[config.mk]
export PLATFORM = sky130hd
export DESIGN_NAME = fu_sched
export DESIGN_NICKNAME = d
export VERILOG_FILES = /design/src/rtl/fu_sched_pkg.sv /design/src/rtl/fu_lane_ctrl.sv /design/src/rtl/fu_sched.sv
export SDC_FILE = /design/constraint.sdc
export NUM_CORES = 1
export LEC_CHECK = 0
export CAP_MARGIN = 20
export CORE_MARGIN = 2
export CORE_UTILIZATION = 55
export CTS_CLUSTER_DIAMETER = 40
export CTS_CLUSTER_SIZE = 8
export DETAILED_ROUTE_END_ITERATION = 10
export PLACE_DENSITY = 0.83
export SLEW_MARGIN = 25
export SYNTH_ARGS = -nofsm -noshare
export SYNTH_HDL_FRONTEND = slang
export SYNTH_SLANG_ARGS = --single-unit
export TNS_END_PERCENT = 1
[constraint.sdc]
create_clock -name clock -period 2.5 [get_ports clock]
set_input_delay 0.375 -clock clock [delete_from_list [all_inputs] [get_ports clock]]
set_output_delay 0.375 -clock clock [all_outputs]
set_load 0.02 [all_outputs]
[src/rtl/fu_sched_pkg.sv]
// fu_sched_pkg -- shared definitions for the functional-unit scheduler slice.
//
// Contents:
//   `WAYS       number of issue lanes (and per-lane functional units)
//   `RS         reservation-station entry count used by the surrounding core
//   fu_state_e  per-lane FSM state (FU_IDLE / FU_BUSY / FU_DONE)
//   FU_MAX_LAT  default maximum operation latency in cycles
//
// The macros are guarded so a core-level definition takes precedence.

`ifndef FU_SCHED_DEFS_SV
`define FU_SCHED_DEFS_SV
`ifndef WAYS
`define WAYS 4
`endif
`ifndef RS
`define RS 8
`endif
`endif

package fu_sched_pkg;

    typedef enum logic [1:0] {
        FU_IDLE = 2'd0,
        FU_BUSY = 2'd1,
        FU_DONE = 2'd2
    } fu_state_e;

    localparam int FU_MAX_LAT = 8;

endpackage

[src/rtl/fu_lane_ctrl.sv]
// fu_lane_ctrl -- per-lane functional-unit tracker.
//
// Holds one lane's FSM (IDLE -> BUSY -> DONE -> IDLE) and its latency
// down-counter. Issue acceptance is decided by the parent; this block
// only sequences the accepted operation until its result is granted.
//
// Ports:
//   clock  in   sole clock, all updates on posedge
//   reset  in   synchronous, active-low
//   flush  in   squash: lane returns to IDLE next cycle
//   grant  in   CDB accepted this lane's result (meaningful in DONE)
//   load   in   accepted issue this cycle (only asserted when lane is free)
//   lat    in   latency of the loaded operation, 1..MAX_LAT
//   state  out  current FSM state (fu_state_e encoding), registered

module fu_lane_ctrl
    import fu_sched_pkg::*;
#(
    parameter int LATW = 4
) (
    input  logic            clock,
    input  logic            reset,
    input  logic            flush,
    input  logic            grant,
    input  logic            load,
    input  logic [LATW-1:0] lat,
    output logic [1:0]      state
);

    fu_state_e       state_q;
    logic [LATW-1:0] cnt;

    assign state = state_q;

    always_ff @(posedge clock) begin
        if (!reset) begin
            state_q <= FU_IDLE;
            cnt     <= '0;
        end else if (flush) begin
            state_q <= FU_IDLE;
            cnt     <= '0;
        end else if (load) begin
            // A one-cycle op is ready on the very next cycle, so it skips BUSY.
            if (lat == LATW'(1)) begin
                state_q <= FU_DONE;
                cnt     <= '0;
            end else begin
                state_q <= FU_BUSY;
                cnt     <= lat - LATW'(1);
            end
        end else begin
            case (state_q)
                FU_BUSY: begin
                    cnt <= cnt - LATW'(1);
                    if (cnt == LATW'(1)) begin
                        state_q <= FU_DONE;
                    end
                end
                FU_DONE: begin
                    if (grant) begin
                        state_q <= FU_IDLE;
                    end
                end
                default: begin
                end
            endcase
        end
    end

endmodule

[src/rtl/fu_sched.sv]
// fu_sched -- functional-unit occupancy scheduler for WAYS issue lanes.
//
// Each lane tracks one in-flight operation from issue until its result is
// granted onto the CDB. fu_occupied is combinational so the reservation
// station can issue back-to-back into a lane in the cycle its result leaves.
//
// Handshake: an issue on lane i is accepted when issue_valid[i]=1,
// fu_occupied[i]=0, issue_lat[i] is in 1..MAX_LAT and flush=0. A result is
// offered while done_valid[i]=1 and leaves in the cycle cdb_grant[i]=1.
//
// Ports:
//   clock        in   sole clock
//   reset        in   synchronous, active-low
//   issue_valid  in   [WAYS]       operation offered on lane i
//   issue_lat    in   [WAYS*LATW]  lane-i latency, lane i at [i*LATW +: LATW]
//   cdb_grant    in   [WAYS]       CDB takes lane-i result
//   flush        in   kill all in-flight operations
//   fu_occupied  out  [WAYS]       lane busy
//   done_valid   out  [WAYS]       lane-i result waiting for the CDB
//   issue_err    out  sticky protocol-violation flag, cleared only by reset
//   perf_issued  out  [32]  (FU_SCHED_PERF_EN only) accepted-issue count
//   perf_stall   out  [32]  (FU_SCHED_PERF_EN only) DONE-ungranted lane-cycles
//
// Build option: define FU_SCHED_PERF_EN to add the performance counters.

module fu_sched
    import fu_sched_pkg::*;
#(
    parameter int  WAYS    = `WAYS,
    parameter int  MAX_LAT = FU_MAX_LAT,
    localparam int LATW    = $clog2(MAX_LAT + 1)
) (
    input  logic                 clock,
    input  logic                 reset,
    input  logic [WAYS-1:0]      issue_valid,
    input  logic [WAYS*LATW-1:0] issue_lat,
    input  logic [WAYS-1:0]      cdb_grant,
    input  logic                 flush,
    output logic [WAYS-1:0]      fu_occupied,
    output logic [WAYS-1:0]      done_valid,
    output logic                 issue_err
`ifdef FU_SCHED_PERF_EN
    ,
    output logic [31:0]          perf_issued,
    output logic [31:0]          perf_stall
`endif
);

    logic [1:0]      lane_state [WAYS];
    logic [WAYS-1:0] in_done;
    logic [WAYS-1:0] lat_ok;
    logic [WAYS-1:0] accept;
    logic [WAYS-1:0] err_lane;

    for (genvar i = 0; i < WAYS; i++) begin : g_lane
        logic [LATW-1:0] lat_i;

        assign lat_i      = issue_lat[i*LATW +: LATW];
        assign in_done[i] = (lane_state[i] == FU_DONE);
        assign done_valid[i] = in_done[i];

        // A grant under flush does not free the lane: flush wins, and the
        // lane is already being cleared, so no re-issue may slip in.
        assign fu_occupied[i] = (lane_state[i] != FU_IDLE)
                              & ~(in_done[i] & cdb_grant[i] & ~flush);

        assign lat_ok[i] = (lat_i != '0) && (int'(lat_i) <= MAX_LAT);
        assign accept[i] = issue_valid[i] & ~fu_occupied[i] & lat_ok[i] & ~flush;

        // Issues dropped only because of flush are legal squashes, not errors.
        assign err_lane[i] = (issue_valid[i] & ~flush & (fu_occupied[i] | ~lat_ok[i]))
                           | (cdb_grant[i] & ~in_done[i]);

        fu_lane_ctrl #(
            .LATW (LATW)
        ) u_lane (
            .clock (clock),
            .reset (reset),
            .flush (flush),
            .grant (cdb_grant[i]),
            .load  (accept[i]),
            .lat   (lat_i),
            .state (lane_state[i])
        );
    end

    always_ff @(posedge clock) begin
        if (!reset) begin
            issue_err <= 1'b0;
        end else if (|err_lane) begin
            issue_err <= 1'b1;
        end
    end

`ifdef FU_SCHED_PERF_EN
    logic [WAYS-1:0] stall_lane;

    assign stall_lane = in_done & ~cdb_grant;

    // Plain 32-bit adders: wrap modulo 2^32 by construction.
    always_ff @(posedge clock) begin
        if (!reset) begin
            perf_issued <= '0;
            perf_stall  <= '0;
        end else begin
            perf_issued <= perf_issued + 32'($countones(accept));
            perf_stall  <= perf_stall + 32'($countones(stall_lane));
        end
    end
`endif

endmodule
# After elaboration in Yosys (flattened, before gate mapping)
# Index checks and enable logic that the tools add are counted.
[totals]
inputBits = 27
output_inout_bits = 9
register_bits = 25
word_cells = 165
[op_classes]
muxes = 32
n_lt_le_gt_ge = 4
eq_ne = 24
bitwise_logic = 62
reduce_logical = 26
n_addsub = 8
[ops]
columns = ["operator", "n"]
rows = [
  ["2-to-1 mux 4 bit", 12],
  ["bitwise AND 1 bit", 36],
  ["equality test 4 x 1 -> 1 bit, second input constant", 8],
  ["2-to-1 mux 2 bit", 16],
  ["subtractor 4 x 1 -> 4 bit, second input constant", 8],
  ["inverter 1 bit", 18],
  ["less-or-equal comparator 4 bit, second input constant", 4],
  ["one-hot mux 2 bit (2 select lines)", 4],
  ["nonzero test 2 bit", 8],
  ["nonzero test 4 bit", 4],
  ["!= test 3 x 1 -> 1 bit, second input constant", 4],
  ["!= test 3 x 2 -> 1 bit, second input constant", 4],
  ["AND reduction 3 bit", 4],
  ["nonzero test 3 bit", 4],
  ["equality test 2 x 1 -> 1 bit, second input constant", 4],
  ["equality test 2 bit, second input constant", 4],
  ["bitwise OR 1 bit", 8],
  ["logical AND 1 bit", 4],
  ["OR reduction 4 bit", 1],
  ["OR reduction 2 bit", 1],
]

# Depth between registers and ports, before layout
[depth]
depth_word = 11
ltp_mapped = 8
depth_no_buf = 7

# By module
# A second synthesis with hierarchy kept.
[hier_totals]
hier_cells = 237
hier_area_um2 = 2064.5
[modules_own_cells]
columns = ["module", "cells_per_inst", "seq_area_each_um2", "instances", "area_each_um2"]
rows = [
  ["fu_lane_ctrl", 49, 120.1, 4, 436.7],
  ["fu_sched", 41, 20.0, 1, 317.8],
]

# Least setup slack after synthesis
# Ideal clock, no wire load.
[synth_timing]
path_kind = "flip-flop to flip-flop"
start = "register g_lane[0].u_lane.state_q[0]"
end = "register g_lane[0].u_lane.state_q[1]"
synth_period_minus_slack_ns = 1.772
setup_time_ns = 0.074
path_slack_ns = 0.728
arrival_time_ns = 1.698
required_time_ns = 2.426
stages_incl_launch_ff = 9
path_buffers = 1
cell_sequence = "dfxtp_1 inv_1 ha_1 a21oi_1 nor3b_1 and2_1 buf_6 or3_1 a31oi_1"
[synth_between]
elab_chain_len = 11
word_cells_on_any_way = 17
classes_between = "eq/ne: 4; mux: 2; bitwise: 8; reduce/logical: 3"
[synth_rtl]
columns = ["item", "line_no", "source"]
rows = [
  ["from (decl)", "fu_lane_ctrl.sv:30", "fu_state_e state_q;"],
  ["from (signal assigned)", "fu_lane_ctrl.sv:37", "state_q <= FU_IDLE;"],
  ["from (signal assigned)", "fu_lane_ctrl.sv:40", "state_q <= FU_IDLE;"],
  ["from (signal assigned)", "fu_lane_ctrl.sv:45", "state_q <= FU_DONE;"],
  ["equality test 2 bit (*)", "fu_sched.sv:59", "assign in_done[i] = (lane_state[i] == FU_DONE);"],
  ["net done_valid[0]", "fu_sched.sv:40", "output logic [WAYS-1:0] done_valid,"],
  ["bitwise AND 1 bit (2 in a row)", "fu_sched.sv:65", "& ~(in_done[i] & cdb_grant[i] & ~flush);"],
  ["inverter 1 bit", "fu_sched.sv:65", ""],
  ["bitwise AND 1 bit", "fu_sched.sv:65", ""],
  ["inverter 1 bit", "fu_sched.sv:68", "assign accept[i] = issue_valid[i] & ~fu_occupied[i] & lat_ok[i] & ~flush;"],
  ["bitwise AND 1 bit (3 in a row)", "fu_sched.sv:68", ""],
  ["!= test 3 x 1 -> 1 bit (no source line), or another cell as far along", "n/a", ""],
  ["AND reduction 3 bit (no source line)", "n/a", ""],
]
# Mark *: on every way through the listed nets, which the timed path passes. The rest lies on a longest branch.
# A chain may end at the register's enable or synchronous reset.

# Worst setup path in the final report
[layout_timing]
start = "input flush"
end = "output fu_occupied[3]"
[layout_between]
elab_chain_len = 4
[layout_rtl]
columns = ["item", "line_no", "source"]
rows = [
  ["from (decl)", "fu_sched.sv:38", "input logic flush,"],
  ["inverter 1 bit", "fu_sched.sv:65", ""],
  ["bitwise AND 1 bit", "fu_sched.sv:65", ""],
  ["inverter 1 bit", "fu_sched.sv:65", ""],
  ["bitwise AND 1 bit", "fu_sched.sv:65", ""],
  ["to (decl)", "fu_sched.sv:39", "output logic [WAYS-1:0] fu_occupied,"],
]
# No other way between the ends.

==> flow_results.org <==
** Status
- The run finished with clean final reports.

** Power and ir drop
- Pwr Total :: 0.923 mW
- Leak Pwr :: ~1.0 nW
- In this run the power density over the cells is between 300 and 400 nW/um2.
- Worst VDD drop :: ~370 uV
- Combinational logic burns 26.8% of the power.
- The clock network burns ~27% of the power.
- The analysis attributes to net switching a power of 0.272 mW.
- Sequential cells account for between 40% and 50% of the total power.
- In this run switching power makes up between 20 and 30% of total power.
- Power Internal :: 0.651 mW

** Final layout
- Commonest cells after routing, fill and taps aside :: 35 x sky130_fd_sc_hd__clkdlybuf4s50_1, 34 x sky130_fd_sc_hd__inv_1, 28 x sky130_fd_sc_hd__ha_1, 25 x sky130_fd_sc_hd__dfxtp_1, 18 x sky130_fd_sc_hd__a21oi_1
- Post-layout instance count excluding filler cells :: around 350
- Antenna Diode Count :: 0
- Total of fill cells in the finished design :: between 300 and 400
- Count of nets after finishing :: between 300 and 400
- Area growth, synth to finish :: 22.9%
- The library cell used most frequently in the layout, excluding fill and tap cells, is sky130_fd_sc_hd__clkdlybuf4s50_1.
- The post-route netlist has ~5.7% of its cells at a drive strength greater than 1.

** Critical path
- CP Capture Point :: fu_occupied[3]
- Worst reg-to-reg setup slack :: between 0.6 and 0.7 ns
- Category of the most critical setup path :: input pin to output port
- Top fanout value on the critical path :: 9
- Required time at the worst-slack endpoint :: about 2.1 ns
- In this run the worst setup path begins at flush.
- STA classifies the critical path endpoint as an output port.
- Worst flop-to-flop path endpoint :: g_lane[0].u_lane.cnt[2]
- Measured in cells, the most critical reg-to-reg path has a length of 7.
- Launch instance of the worst register-to-register path :: g_lane[0].u_lane.state[0]
- The worst setup path is launched from an input pin.
- Data on the critical path arrives at its endpoint at 2.06 ns.

** STA
- Unrepaired setup endpoints after global routing :: no
- Min Hold Slack :: between 0.4 and 0.5 ns
- Top achievable clock speed :: 410 MHz
- TNS Setup :: 0 ns
- Min Tclk post-route :: 2.44 ns
- Clock skew on the completed layout was measured at 0.00260 ns.
- Total setup violations reported at the end of the flow :: 0
- In this run the tightest slew margin relative to its limit is ~73%.
- The worst path uses 97.5% of the clock period.
- For the pin with the worst max-slew slack, the measured transition is 0.408 ns.
- The max-slew violation total from the final report was 0.
- The total count of hold-check failures in the final report came to 0.

** Global routing
- Overall track demand over capacity in global routing :: 21.6%
- Number of antenna violations at the first check in global routing :: 0
- Remaining global-route overflow :: 0
- The via count of the first global-routing pass was about 1700.
- First-pass GRT wire length :: roughly 7.3 mm
- Largest net degree at the start of global routing :: 14

** Detailed routing
- Dividing the detail-routed via count by the number of cells gives between 5 and 6.
- Routed wire length on met2 :: between 2 and 2.5 mm
- After detailed routing, the average wire length per cell comes to 12.9 um.
- Signal routing reaches up to met4.
- In the routed design, unresolved DRC markers number 0.
- Via count of the routed design :: 1945
- Antenna Violating Nets Remaining :: 0
- For this block, the initial DRC count from the detailed router was around 110.
- Detailed-route wire length on metal 1 :: roughly 2.1 mm
- Total length of routed wires :: approximately 4.5 mm
- The first TritonRoute pass finished after 5 iterations.
- Detail Route met3 WL :: ~170 um

** Logic synthesis
- Sequential cells were found to cover between 20% and 30% of the synthesized design area.
- The number of different library cells used by synthesis comes to between 40 and 50.
- Summed over all instances, the cell type with the most area after synthesis is sky130_fd_sc_hd__dfxtp_1.
- In the synthesized netlist the async set-or-reset flop fraction comes to 0%.
- The number of nets in the synthesized netlist is 313.
- Area of the mapped netlist :: a little over 2000 um2
- Cell types occupying the most area after synthesis :: sky130_fd_sc_hd__dfxtp_1 24%, sky130_fd_sc_hd__ha_1 17%, sky130_fd_sc_hd__inv_1 6.1%
- Each instance of the synthesized netlist takes up on average between 8 and 9 um2.
- Number of cells produced by synthesis :: 258
- After synthesis the netlist holds a flip-flop and latch count of 25.
- YS warnings :: 0
- Most frequently used flop master after synthesis :: sky130_fd_sc_hd__dfxtp_1
- Summed over its instances, the top area cell type makes up approximately 24% of the synthesized netlist area.
- Number of synthesized flops with an enable pin :: 0

** Die
- Initial Util :: approximately 57%
- Pin placement for this block handled 36 I/O pins.
- Area of the die :: between 4000 and 5000 um2
- The region available for standard cell placement spans 3630 um2.
- Row generation in the floorplan step produced 22 rows.
- The die is 65.5 um tall.
- Measured along the x axis, the die boundary spans roughly 65 um.

** Placement
- Port buffering added 35 buffers.
- DP Cell Count :: 342
- Detailed-placement wirelength estimate :: between 3 and 4 mm
- At the end of routability-driven placement, the weighted congestion stood at roughly 0.80.

** CTS
- CTS built an H-tree with a depth of 1.
- CTS tree :: yes
- CTS sink count :: 25
- Cell at the root of the clock tree :: sky130_fd_sc_hd__clkbuf_8
- Longest Clk Path Bufs :: 2
- Cts hold-fix bufs :: 0
- The number of gates resized after CTS was 0.
- TritonCTS created 3 clock buffers.
- Clock-pin slew on the worst setup and hold paths :: 0.09 ns
- Clock latency reported for the late side of the worst-skew pair :: 0.28 ns
- Post CTS Setup Buffer Count :: 0

** Job
- Reported max-cap violation count :: 0

** Hold path
- The min-delay analysis places its worst path in the category register to register.
[cell usage after synthesis, drive strengths merged (4+ instances only)]
master / instances
a211oi: 12
a21oi: 18
a31oi: 7
and2: 4
buf: 4
dfxtp: 25
ha: 28
inv: 34
nand2: 13
nand2b: 4
nand3: 5
nor2: 9
nor2b: 7
nor3: 5
nor3b: 13
o211ai: 5
o21ai: 9
or3: 7
xnor2: 7
xor2: 5
[per-stage QoR]
step | util [%] | worst slack, ns | cell area [um2]
detailed placement | 68.9 | 0.0267 | 2500
CTS | 70.2 | 0.0188 | 2550
global placement | 68.9 | 0.0601 | 2500
global route | 70.3 | 0.00526 | 2550
floorplan | - | 0.728 | 2080
finish | 70.3 | 0.0635 | 2550
[sequential cells by signal, summed over array words and instances, names as in the netlist]
signal,count
g_lane.u_lane.state,8
issue_err,1
g_lane.u_lane.cnt,16
[cells by family after synthesis]
| family | after synthesis | share of synthesized area [%] |
|---|---|---|
| AO/OA/AOI/OAI | 70 | 22.4 |
| buffers and inverters | 41 | 8.07 |
| multiplexers | 3 | 1.44 |
| adder cells (fa/ha/maj) | 28 | 16.9 |
| AND/OR/NAND/NOR | 79 | 22.1 |
| XOR/XNOR | 12 | 5.06 |
| flip-flops | 25 | 24.1 |
[power by group through the flow]
stage / clock (mW) / sequential, mW / combinational [mW]
floorplan: 0 / 0.431 / 0.142
global placement: 0 / 0.432 / 0.240
detailed placement: 0 / 0.432 / 0.246
CTS: 0.257 / 0.423 / 0.247
global route: 0.277 / 0.425 / 0.274
finish: 0.252 / 0.423 / 0.248
[area by class of cell]
class | count | area [um2] | area share, %
multi-input cells | 192 | 1410 | 55.2
inverters | 35 | 135 | 5.29
repair buffers | 42 | 403 | 15.8
flip-flops and latches | 25 | 500 | 19.6
well taps | 48 | 60.1 | 2.35
clock buffers | 4 | 45.0 | 1.76
[worst min-delay path by stage]
stage | start | endpoint | depth (start not counted)
6_report | g_lane[2].u_lane.cnt[2] | g_lane[2].u_lane.cnt[2] | 2
3_3_place_gp | g_lane[2].u_lane.cnt[2] | g_lane[2].u_lane.cnt[2] | 2
4_1_cts | g_lane[2].u_lane.cnt[2] | g_lane[2].u_lane.cnt[2] | 2
2_1_floorplan | g_lane[2].u_lane.cnt[2] | g_lane[2].u_lane.cnt[2] | 2
5_1_grt | g_lane[2].u_lane.cnt[2] | g_lane[2].u_lane.cnt[2] | 2
3_5_place_dp | g_lane[2].u_lane.cnt[2] | g_lane[2].u_lane.cnt[2] | 2
[worst max-delay path, stage by stage]
cell,delay [ns]
sky130_fd_sc_hd__clkdlybuf4s50_1,0.54
sky130_fd_sc_hd__clkinvlp_4,0.23
sky130_fd_sc_hd__a31o_2,0.28
sky130_fd_sc_hd__inv_1,0.05
sky130_fd_sc_hd__clkdlybuf4s50_1,0.59
[metal layers]
| metal | vias up | GRT usage [%] |
|---|---|---|
| met1 | 903 | 26.2 |
| met3 | 13 | 5.14 |
| met2 | 35 | 37.0 |
| met4 | 0 | 8.07 |
| met5 | - | 0 |
| li1 | 994 | - |
Note: power is estimated with default switching activity, not from simulation.
